File: src/rtl/serial_pkg.sv
// ============================================================================
//  serial_pkg : framing constants, FSM states and length clamp shared by the
//               serial pattern transmitter and the detectors it feeds.
//  Revision   : 1.0
// ============================================================================
`default_nettype none

package serial_pkg;

  localparam int WIDTH = 10;
  localparam int LEN_W = 4;

  typedef enum logic [0:0] {
    IDLE  = 1'b0,
    SHIFT = 1'b1
  } state_t;

  function automatic logic [LEN_W-1:0] eff_len(input logic [LEN_W-1:0] len);
    return (len > LEN_W'(WIDTH)) ? LEN_W'(WIDTH) : len;
  endfunction

endpackage

`default_nettype wire

File: src/rtl/serial_pattern_tx_if.sv
// ============================================================================
//  serial_pattern_tx_if : word-offer handshake plus serial bit stream.
//  Revision             : 1.0
// ============================================================================
`default_nettype none

interface serial_pattern_tx_if;
  import serial_pkg::*;

  logic             load;
  logic [WIDTH-1:0] word;
  logic [LEN_W-1:0] len;
  logic             ready;
  logic             o;
  logic             valid;
  logic             last;

  modport master (output load, word, len, input ready, o, valid, last);
  modport slave  (input load, word, len, output ready, o, valid, last);

endinterface

`default_nettype wire

File: src/rtl/serial_pattern_tx.sv
// ============================================================================
//  serial_pattern_tx : MSB-first parallel-to-serial transmitter with a
//                      one-entry holding register for gapless word streams.
//  Revision          : 1.0
// ============================================================================
`default_nettype none

module serial_pattern_tx (
  input  logic               clock,
  input  logic               reset_n,
  serial_pattern_tx_if.slave bus
);
  import serial_pkg::*;

  state_t           state_q, state_d;
  logic [WIDTH-1:0] shifter_q, shifter_d;
  logic [LEN_W-1:0] cnt_q, cnt_d;
  logic [WIDTH-1:0] hold_word_q, hold_word_d;
  logic [LEN_W-1:0] hold_len_q, hold_len_d;
  logic             hold_full_q, hold_full_d;
  logic             valid_q, valid_d;
  logic             o_q, o_d;
  logic             last_q, last_d;

  logic [LEN_W-1:0] l_eff;
  logic [WIDTH-1:0] aligned;
  logic             take;

  // Words are left-aligned on entry so the shifter always emits from its MSB.
  assign l_eff   = eff_len(bus.len);
  assign aligned = bus.word << (LEN_W'(WIDTH) - l_eff);
  assign take    = bus.load && !hold_full_q && (l_eff != '0);

  always_comb begin
    state_d     = state_q;
    shifter_d   = shifter_q;
    cnt_d       = cnt_q;
    hold_word_d = hold_word_q;
    hold_len_d  = hold_len_q;
    hold_full_d = hold_full_q;

    case (state_q)
      IDLE: begin
        if (take) begin
          shifter_d = aligned;
          cnt_d     = l_eff;
          state_d   = SHIFT;
        end
      end
      SHIFT: begin
        if (cnt_q == LEN_W'(1)) begin
          if (hold_full_q) begin
            shifter_d   = hold_word_q;
            cnt_d       = hold_len_q;
            hold_full_d = 1'b0;
          end else if (take) begin
            shifter_d = aligned;
            cnt_d     = l_eff;
          end else begin
            shifter_d = '0;
            cnt_d     = '0;
            state_d   = IDLE;
          end
        end else begin
          shifter_d = shifter_q << 1;
          cnt_d     = cnt_q - LEN_W'(1);
          if (take) begin
            hold_word_d = aligned;
            hold_len_d  = l_eff;
            hold_full_d = 1'b1;
          end
        end
      end
      default: begin
        state_d   = IDLE;
        shifter_d = '0;
        cnt_d     = '0;
      end
    endcase

    // Outputs are registered from next-state so they line up with the shifter.
    valid_d = (state_d == SHIFT);
    o_d     = valid_d && shifter_d[WIDTH-1];
    last_d  = valid_d && (cnt_d == LEN_W'(1));
  end

  always_ff @(posedge clock or negedge reset_n) begin
    if (!reset_n) begin
      state_q     <= IDLE;
      shifter_q   <= '0;
      cnt_q       <= '0;
      hold_word_q <= '0;
      hold_len_q  <= '0;
      hold_full_q <= 1'b0;
      valid_q     <= 1'b0;
      o_q         <= 1'b0;
      last_q      <= 1'b0;
    end else begin
      state_q     <= state_d;
      shifter_q   <= shifter_d;
      cnt_q       <= cnt_d;
      hold_word_q <= hold_word_d;
      hold_len_q  <= hold_len_d;
      hold_full_q <= hold_full_d;
      valid_q     <= valid_d;
      o_q         <= o_d;
      last_q      <= last_d;
    end
  end

  assign bus.ready = !hold_full_q;
  assign bus.o     = o_q;
  assign bus.valid = valid_q;
  assign bus.last  = last_q;

endmodule

`default_nettype wire

File: src/flat_wrapper.sv
// flat-port wrapper written by rule: the top's interface ports become plain ports
module serial_pattern_tx_flat import serial_pkg::*;
  (clock, reset_n, bus_load, bus_word, bus_len, bus_ready, bus_o, bus_valid, bus_last);
  serial_pattern_tx_if bus_i ();
  input  logic clock;
  input  logic reset_n;
  input wire logic [$bits(bus_i.load)-1:0] bus_load;
  input wire logic [$bits(bus_i.word)-1:0] bus_word;
  input wire logic [$bits(bus_i.len)-1:0] bus_len;
  output wire logic [$bits(bus_i.ready)-1:0] bus_ready;
  output wire logic [$bits(bus_i.o)-1:0] bus_o;
  output wire logic [$bits(bus_i.valid)-1:0] bus_valid;
  output wire logic [$bits(bus_i.last)-1:0] bus_last;
  assign bus_i.load = bus_load;
  assign bus_i.word = bus_word;
  assign bus_i.len = bus_len;
  assign bus_ready = bus_i.ready;
  assign bus_o = bus_i.o;
  assign bus_valid = bus_i.valid;
  assign bus_last = bus_i.last;
  serial_pattern_tx u_core (.clock(clock), .reset_n(reset_n), .bus(bus_i));
endmodule
File: config.mk
export PLATFORM = sky130hd
export DESIGN_NAME = serial_pattern_tx_flat
export DESIGN_NICKNAME = d
export VERILOG_FILES = /design/src/rtl/serial_pkg.sv /design/src/rtl/serial_pattern_tx_if.sv /design/src/rtl/serial_pattern_tx.sv /design/src/flat_wrapper.sv
export SDC_FILE = /design/constraint.sdc
export NUM_CORES = 1
export LEC_CHECK = 0
export CAP_MARGIN = 40
export CORE_ASPECT_RATIO = 0.75
export CORE_MARGIN = 2
export CORE_UTILIZATION = 49
export CTS_CLUSTER_DIAMETER = 120
export CTS_CLUSTER_SIZE = 25
export DETAILED_ROUTE_END_ITERATION = 7
export GPL_TIMING_DRIVEN = 0
export PLACE_DENSITY = 0.66
export SETUP_SLACK_MARGIN = 0.15
export SYNTH_ARGS = -nofsm -noshare
export SYNTH_HDL_FRONTEND = slang
export SYNTH_SLANG_ARGS = --single-unit
File: constraint.sdc
create_clock -name clock -period 2.2 [get_ports clock]
set_clock_uncertainty 0.15 [all_clocks]
set_input_delay 0.55 -clock clock [delete_from_list [all_inputs] [get_ports clock]]
set_output_delay 0.55 -clock clock [all_outputs]
set_load 0.005 [all_outputs]
# [Word level (Yosys, flattened, before mapping)]
# Cells that the tools add are included.
# Widths: inputs -> output; s select.
[word_totals] regBits=32 input_bits=17 output_inout_bits=4 word_cells=44
[classes] n_addsub=2 order_cmp=1 n_eq_ne=3 n_shift=1 mux=17 bitwise=2 reduce_logical=9
[ops] operator="$mux 10" n=4
[ops] operator="$mux 4" n=5
[ops] operator="$pmux 10 s2" n=1
[ops] operator="$shl 10x4->10" n=1
[ops] operator="$eq 4x1->1 const B" n=2
[ops] operator="$pmux 4 s2" n=1
[ops] operator="$mux 1" n=5
[ops] operator="$gt 4x4->1 const B" n=1
[ops] operator="$logic_and 1x1->1" n=4
[ops] operator="$reduce_bool 4->1" n=1
[ops] operator="$sub 4x1->4 const B" n=1
[ops] operator="$sub 4x4->4 const A" n=1
[ops] operator="$reduce_and 3->1" n=1
[ops] operator="$ne 2x1->1 const B" n=1
[ops] operator="$not 1->1" n=2
[ops] operator="$pmux 1 s2" n=1
[ops] operator="$reduce_and 2->1" n=1
[ops] operator="$reduce_bool 2->1" n=1
[ops] operator="$logic_not 1->1" n=1

# [Longest topological paths before layout]
# Gate-level depths: netlist of the first run.
[logic_depth] ltp_word=10 depth_mapped=12

# [Least setup slack after synthesis of the first run]
# No wires, ideal clock.
[synth_path] path_kind="in2reg" start="input port bus_len[1]" end="register u_core.hold_word_q[3]" setup_ps=121 arrival_ps=2387 t_required_ps=1929 path_slack_ps=-458 cell_stages=11 n_path_buf=3 cell_sequence="buf_2 or2_1 a21oi_2 inv_2 ha_1 nand2b_1 o21a_1 buf_2 nand2_1 buf_2 a22o_1"
[synth_between] elab_chain_len=5 word_cells_on_any_way=7
[synth_rtl] element="start: declaration" line="flat_wrapper.sv:9" source="input wire logic [$bits(bus_i.len)-1:0] bus_len;"
[synth_rtl] element="$gt 4x4->1" line="serial_pkg.sv:19" source="return (len > LEN_W'(WIDTH)) ? LEN_W'(WIDTH) : len;"
[synth_rtl] element="$mux 4 *" line="serial_pkg.sv:19"
[synth_rtl] element="parallel branches: the longest is 3 deep, another holds $sub 4x4->4"
[synth_rtl] element="end signal: assignment" line="serial_pattern_tx.sv:102" source="hold_word_q <= hold_word_d;"
[synth_rtl] element="end: declaration" line="serial_pattern_tx.sv:18" source="logic [WIDTH-1:0] hold_word_q, hold_word_d;"
# Mark *: on every way between the ends.
# A chain may end at the register's enable or synchronous reset.

# [Worst setup path in the final report of the first run]
[layout_path] start="input port bus_len[1]" end="register u_core.shifter_q[8]"
[layout_between] elab_chain_len=8 word_cells_on_any_way=12
[layout_rtl] element="$gt 4x4->1" line="serial_pkg.sv:19"
[layout_rtl] element="$mux 4 *" line="serial_pkg.sv:19"
[layout_rtl] element="$sub 4x4->4 / $reduce_bool 4->1 (equally long branches)" line="serial_pattern_tx.sv:31, serial_pattern_tx.sv:32"
[layout_rtl] element="$shl 10x4->10 / $logic_and 1x1->1 (equally long branches)" line="serial_pattern_tx.sv:31, serial_pattern_tx.sv:32"
[layout_rtl] element="$mux 10" line="serial_pattern_tx.sv:56" source="end else if (take) begin"
[layout_rtl] element="$mux 10" line="serial_pattern_tx.sv:52" source="if (hold_full_q) begin"
[layout_rtl] element="$mux 10" line="serial_pattern_tx.sv:51" source="if (cnt_q == LEN_W'(1)) begin"
[layout_rtl] element="$pmux 10 s2" line="serial_pattern_tx.sv:42" source="case (state_q)"
[layout_rtl] element="end signal: assignment" line="serial_pattern_tx.sv:100" source="shifter_q <= shifter_d;"
[layout_rtl] element="end: declaration" line="serial_pattern_tx.sv:16" source="logic [WIDTH-1:0] shifter_q, shifter_d;"
# Every way passes the cells marked *; elsewhere a longest branch is shown, timed or not. The select of a mux whose other input is x is not followed.

==> results.sh, run 1 <==
export IMPL_vdd_drop_max_uv=625
export IMPL_synth_area_mm2=0.00222
export IMPL_dieArea_mm2=0.00510
export IMPL_rows=21
export IMPL_layout_nets=323
export IMPL_worstReg2RegStart="u_core.cnt_q[1]"
export IMPL_fmax_mhz=449
export IMPL_syn_to_final_growth_pct=45.8
export IMPL_rsz0062_at_grt="true"
export IMPL_antenna_found_initial=0
export IMPL_drv_slew=0
export IMPL_muxShareOfSynthArea=0.0281
export IMPL_finalPower_mw=3.31
export IMPL_gp_congestion=0.961
export IMPL_setup_viol=1
export IMPL_nFillCells=319
export IMPL_routed_wirelength_um=7150
export IMPL_worst_slack_ns=-0.0251
export IMPL_failed_checks="negative setup slack"
export IMPL_cp_slowest_stage_delay_ns=0.42
export IMPL_place_hpwl_um=4570
export IMPL_cts_num_sinks=32
export IMPL_grt_pass1_vias=2171
export IMPL_die_x_um=81.8
export IMPL_layout_commonest_cell="dfrtp_1"
export IMPL_post_drt_via_cell_ratio=6.44
export IMPL_syn_nets=271
export IMPL_die_height_um=62.4
export IMPL_crit_start="bus_len[1]"
export IMPL_hp_class="in2async"
export IMPL_cts_hold_fix_buffers=0
export IMPL_setup_worst_path_start_class="primary input"
export IMPL_critical_path_class="in2reg"
export IMPL_drc=0
export IMPL_final_cell_mix="dfrtp_1 (32), buf_4 (23), a21oi_1 (20)"
export IMPL_synthArstFlopShare=1.00
export IMPL_crit_fanout=2
export IMPL_start_util=0.504
export IMPL_cts_buffer_depth=2
export IMPL_vias=2325
export IMPL_yosys_area_share_adder=0.0169
export IMPL_layoutNonFillerInstCount=361
export IMPL_antenna_cells=0
export IMPL_cp_slowest_cell="or3_4"
export IMPL_clk_latency_ns=0.29
export IMPL_r2r_end="u_core.bus.last"
export IMPL_crit_path_cell_trace="buf_12 > or2_4 > a21oi_4 > inv_2 > ha_4 > nand2_4 > or3_4 > o211ai_1 > nand3_1 > a21oi_2"
export IMPL_grt_remaining_overflow=0
export IMPL_r2r_cells=8
export IMPL_grt_pass1_wl_um=10900
export IMPL_synth_xor_area_frac=0.00394
export IMPL_seq_area_um2=801
export IMPL_rrSetupSlack_ns=0.07
export IMPL_wl_per_cell_um=19.8
export IMPL_antenna_left=0
export IMPL_drtIter0Drc=169
export IMPL_post_route_period_util=1.01
export IMPL_syn_inst=251
export IMPL_fin_setup_tns_ns=-0.0251
export IMPL_worst_pin_slew_ns=0.800
export IMPL_final_min_clock_period_ns=2.23
export IMPL_synth_area_per_cell_um2=8.86
export IMPL_path_clk_slew_ns=0.07
export IMPL_multi_input_area_mm2=0.00162
export IMPL_drt_first_pass_iters=5
export IMPL_cts_root_buf="clkbuf_8"
export IMPL_drive_gt1_frac=0.391
export IMPL_synth_simple_area_share=0.209
export IMPL_p_per_area_mw_per_mm2=1020
export IMPL_grt_max_degree=33
export IMPL_io_pins=21
export IMPL_finalHoldViolCount=0
export IMPL_synth_main_ff_cell="dfrtp_1"
export IMPL_dp_cells=325
export IMPL_cts_buffers=5
export IMPL_synth_cell_types=67
export IMPL_outcome="finished, violations left"
export IMPL_max_slew_margin=0.453
export IMPL_core_mm2=0.00441
export IMPL_port_buffers=17
export IMPL_seq_area_frac_synth=0.360
export IMPL_synth_top_family_by_area="compound AO/OA/AOI/OAI gates"
export IMPL_critPathCapture="u_core.shifter_q[8]"
export IMPL_p_leak_nw=1.36
export IMPL_grt_usage=0.280
export IMPL_crit_required_ns=2.27
export IMPL_place_ws_ns=-0.926
export IMPL_synth_compound_area_frac=0.318
export IMPL_placed_area_mm2=0.00256
export IMPL_worst_ep_arrival_time_ns=2.29
export IMPL_synth_ff_latch_count=32
export IMPL_cts_tree="done"
export IMPL_h_tree_depth=2
export IMPL_worstSetupEndpointType="flop"
export IMPL_max_cap_viol_count=0
export IMPL_stdcell_area_mm2=0.00324
export IMPL_yosysWarnings=0
export IMPL_synth_edf_count=0
-- metrics by stage --
step	hold WS, ns	util
floorplan	0.104	-
global placement	0.321	0.580
detailed placement	0.327	0.579
CTS	0.191	0.665
global route	0.229	0.735
finish	0.164	0.735
-- layer usage --
layer  vias up  global-route usage  wire length, um
met3        19              0.0683              496
met1      1133               0.414             3250
met4         0              0.0958              172
met2       113               0.399             3230
met5         -                   0                0
li1       1060                   -                -
-- power by group --
part | total, mW | internal, mW | leakage (nW) | switching (mW)
combinational | 1.78 | 0.859 | 0.895 | 0.924
clock | 0.476 | 0.250 | 0.0510 | 0.227
sequential | 1.05 | 0.823 | 0.409 | 0.225
total | 3.31 | 1.93 | 1.36 | 1.38
-- cell usage after synthesis, types with 4 or more instances --
cell type | n | area share
o21ai_1 | 14 | 0.031
dfrtp_1 | 32 | 0.36
nand2b_1 | 7 | 0.020
a21oi_1 | 27 | 0.061
inv_1 | 5 | 0.0084
mux2i_1 | 4 | 0.018
nand3_1 | 5 | 0.011
nor2_1 | 12 | 0.020
nand2_1 | 24 | 0.040
buf_2 | 11 | 0.025
a221o_1 | 5 | 0.022
a22o_1 | 8 | 0.031
o21ai_0 | 6 | 0.013
-- registers in the layout, summed over array words and instances (netlist names) --
register and flops:
u_core.hold_word_q 10, u_core.shifter_q 10, u_core.cnt_q 4, u_core.hold_len_q 4, u_core.bus.last 1, u_core.bus.o 1, u_core.hold_full_q 1, u_core.state_q 1
-- cell families after synthesis --
| family | count (synthesis) |
|---|---|
| adders and majority gates | 3 |
| DFF | 32 |
| and+or+nand+nor | 81 |
| xor gates and xnor gates | 1 |
| muxes | 6 |
| buffers and inverters | 27 |
| AOI/OAI and AO/OA | 101 |
-- how the worst min path moves through the flow --
stage / start / end
final: reset_n / u_core.hold_len_q[1]
after CTS: reset_n / u_core.cnt_q[2]
after detailed placement: u_core.hold_word_q[0] / u_core.hold_word_q[0]
after global placement: u_core.hold_word_q[0] / u_core.hold_word_q[0]
after global routing: reset_n / u_core.cnt_q[2]
after floorplan: reset_n / u_core.bus.last
-- what timing repair did --
action                     in CTS  in global routing
pin swaps                      16                 22
setup endpoints to repair      34                 29
gates cloned                    1                  1
buffers inserted               18                  8
resized for setup              39                 54
-- worst max-delay path, delay by kind of cell --
family	cells	cell delay, ns
simple gates	4	0.88
compound gates	3	0.43
fa+ha+maj	1	0.28
buf+inv	2	0.17
-- cell type report --
class,instances,area share
plain buffers,18,0.0571
clock buffers,6,0.0255
inverters,9,0.0108
multi-input cells,192,0.499
repair buffers,45,0.136
well taps,57,0.0220
flip-flops and latches,32,0.247
clock inverters,2,0.00309
(Power assumes the default switching activity.)
==> run 2, diff against run 1 <==
Settings changed: CORE_MARGIN 2 to 10.
==> run 2 against run 1 <==
Against the previous run:
- the run still ends with negative setup slack left
- cell count shrank 1.7%
- critical path type unchanged
- register-to-register slack better by 0.05 ns
- global-route usage down 10 points
- sequential power hardly changed
- utilization decreased by 2.2 points
- combinational power shrank 2%
- highest routed layer unchanged
- die area increased by 50%
- largest power group unchanged
- maximum frequency down 1.1%
- wire length increased by 1.6%
==> results.sh, run 2 (same netlist as run 1, synthesis figures left out) <==
export IMPL_outcome="finished, violations left"
export IMPL_failed_checks="negative setup slack"
export IMPL_dieArea_mm2=0.00766
export IMPL_cts_num_sinks=32
export IMPL_cts_buffer_depth=2
export IMPL_finalHoldViolCount=0
export IMPL_grt_max_degree=33
export IMPL_cts_buffers=5
export IMPL_vias=2272
export IMPL_max_cap_viol_count=0
export IMPL_setup_worst_path_start_class="primary input"
export IMPL_post_route_period_util=1.02
export IMPL_io_pins=21
export IMPL_cp_slowest_stage_delay_ns=0.40
export IMPL_rows=21
export IMPL_antenna_found_initial=0
export IMPL_finalPower_mw=3.24
export IMPL_crit_fanout=2
export IMPL_worst_pin_slew_ns=0.722
export IMPL_worst_ep_arrival_time_ns=2.32
export IMPL_h_tree_depth=2
export IMPL_cp_slowest_cell="or3_4"
export IMPL_grt_remaining_overflow=0
export IMPL_drv_slew=0
export IMPL_rsz0062_at_grt="true"
export IMPL_drc=0
export IMPL_stdcell_area_mm2=0.00315
export IMPL_crit_required_ns=2.27
export IMPL_place_hpwl_um=4820
export IMPL_r2r_cells=8
export IMPL_worst_slack_ns=-0.0490
export IMPL_die_x_um=97.8
export IMPL_r2r_end="u_core.bus.last"
export IMPL_reg_largest_list="u_core.hold_word_q (10), u_core.shifter_q (10)"
export IMPL_critical_path_class="in2reg"
export IMPL_clk_latency_ns=0.29
export IMPL_p_leak_nw=1.33
export IMPL_post_drt_via_cell_ratio=6.40
export IMPL_max_slew_margin=0.518
export IMPL_utilization=0.713
export IMPL_path_clk_slew_ns=0.07
export IMPL_drive_gt1_frac=0.362
export IMPL_setup_viol=1
export IMPL_start_util=0.504
export IMPL_die_height_um=78.4
export IMPL_grt_pass1_wl_um=11400
export IMPL_drt_first_pass_iters=5
export IMPL_routed_wirelength_um=7260
export IMPL_antenna_cells=0
export IMPL_core_mm2=0.00441
export IMPL_cts_hold_fix_buffers=0
export IMPL_antenna_left=0
export IMPL_fmax_mhz=445
export IMPL_drtIter0Drc=243
export IMPL_wl_per_cell_um=20.5
export IMPL_place_ws_ns=-0.927
export IMPL_worstReg2RegStart="u_core.cnt_q[1]"
export IMPL_layout_nets=317
export IMPL_syn_to_final_growth_pct=41.5
export IMPL_grt_usage=0.179
export IMPL_grt_pass1_vias=2165
export IMPL_hp_class="in2async"
export IMPL_gp_congestion=0.939
export IMPL_port_buffers=17
export IMPL_cts_tree="done"
export IMPL_vdd_drop_max_uv=664
export IMPL_final_cell_mix="dfrtp_1 (32), a21oi_1 (23), buf_4 (22)"
export IMPL_worstSetupEndpointType="flop"
export IMPL_p_per_area_mw_per_mm2=1030
export IMPL_placed_area_mm2=0.00256
export IMPL_layout_commonest_cell="dfrtp_1"
export IMPL_crit_path_cell_trace="buf_8 > or2_4 > a21oi_4 > inv_2 > ha_4 > nand2_2 > or3_4 > o211ai_1 > nand3_1 > a21oi_2"
export IMPL_final_min_clock_period_ns=2.25
export IMPL_rrSetupSlack_ns=0.12
export IMPL_cts_root_buf="clkbuf_8"
run 2: changes by cell type in the layout (fill, tap and decap cells not counted), sizes merged:
| cell | delta |
|---|---|
| buf | -5 |
| clkbuf | -1 |
| dlymetal6s2s | +1 |
| clkdlybuf4s50 | -1 |
run 2: area by class of cell:
cell class                      count  area [um^2]
Tap cell                           57         71.3
Clock buffer                        6         82.6
Timing Repair Buffer               39          412
Sequential cell                    32          801
Inverter                            9         35.0
Buffer                             18          173
Multi-Input combinational cell    192         1560
Clock inverter                      2         10.0
Fill cell                         325         1270
run 2: worst max path at each step:
| stage | startpoint | endpoint | slack, ns | cells after the start |
|---|---|---|---|---|
| final | bus_len[2] | u_core.shifter_q[8] | -0.05 | 10 |
| after global routing | bus_len[2] | u_core.shifter_q[8] | -0.09 | 10 |
| after CTS | bus_len[2] | u_core.shifter_q[8] | -0.05 | 10 |
| after detailed placement | bus_len[2] | u_core.shifter_q[3] | -0.93 | 10 |
| after global placement | bus_len[2] | u_core.shifter_q[1] | -0.93 | 10 |
| after floorplan | bus_len[1] | u_core.shifter_q[8] | -0.16 | 10 |
run 2: per-layer routing:
| layer | routed length, um | up-vias | track usage |
|---|---|---|---|
| met5 | 0 | - | 0 |
| met4 | 163 | 0 | 0.0522 |
| met3 | 566 | 21 | 0.0420 |
| met2 | 3210 | 104 | 0.266 |
| met1 | 3320 | 1100 | 0.252 |
| li1 | - | 1047 | - |
run 2: timing repair:
| action | 4_1_cts | 5_1_grt |
|---|---|---|
| setup endpoints to repair | 34 | 28 |
| gates resized for setup | 40 | 34 |
| cloned | 2 | 1 |
| buffers inserted | 14 | 5 |
| pin swaps | 16 | 14 |
run 2: stage by stage:
stage / setup TNS (ns) / std cells / hold slack (ns)
6_report: -0.0490 / 355 / 0.165
5_1_grt: -0.134 / 355 / 0.205
3_3_place_gp: -28.77 / 325 / 0.320
3_5_place_dp: -21.90 / 325 / 0.329
4_1_cts: -0.0476 / 349 / 0.190
2_1_floorplan: -2.00 / 251 / 0.104
run 2: critical path: cells and delay by family:
family                     cells  cell delay [ns]
and+or+nand+nor                4             0.87
AOI/OAI and AO/OA              3             0.45
adders and majority gates      1             0.27
buffers and inverters          2             0.18
run 2: power by group:
group          switching [mW]  internal (mW)
logic                   0.907          0.831
clock network           0.225          0.249
registers               0.205          0.823
total                    1.34           1.90
==> run 3, diff against run 2 <==
Settings changed: CTS_BUF_LIST from default to sky130_fd_sc_hd__clkbuf_4 sky130_fd_sc_hd__clkbuf_8.
==> results of run 3 <==
Same layout as run 2: the final DEF is identical, and so are final timing and power.
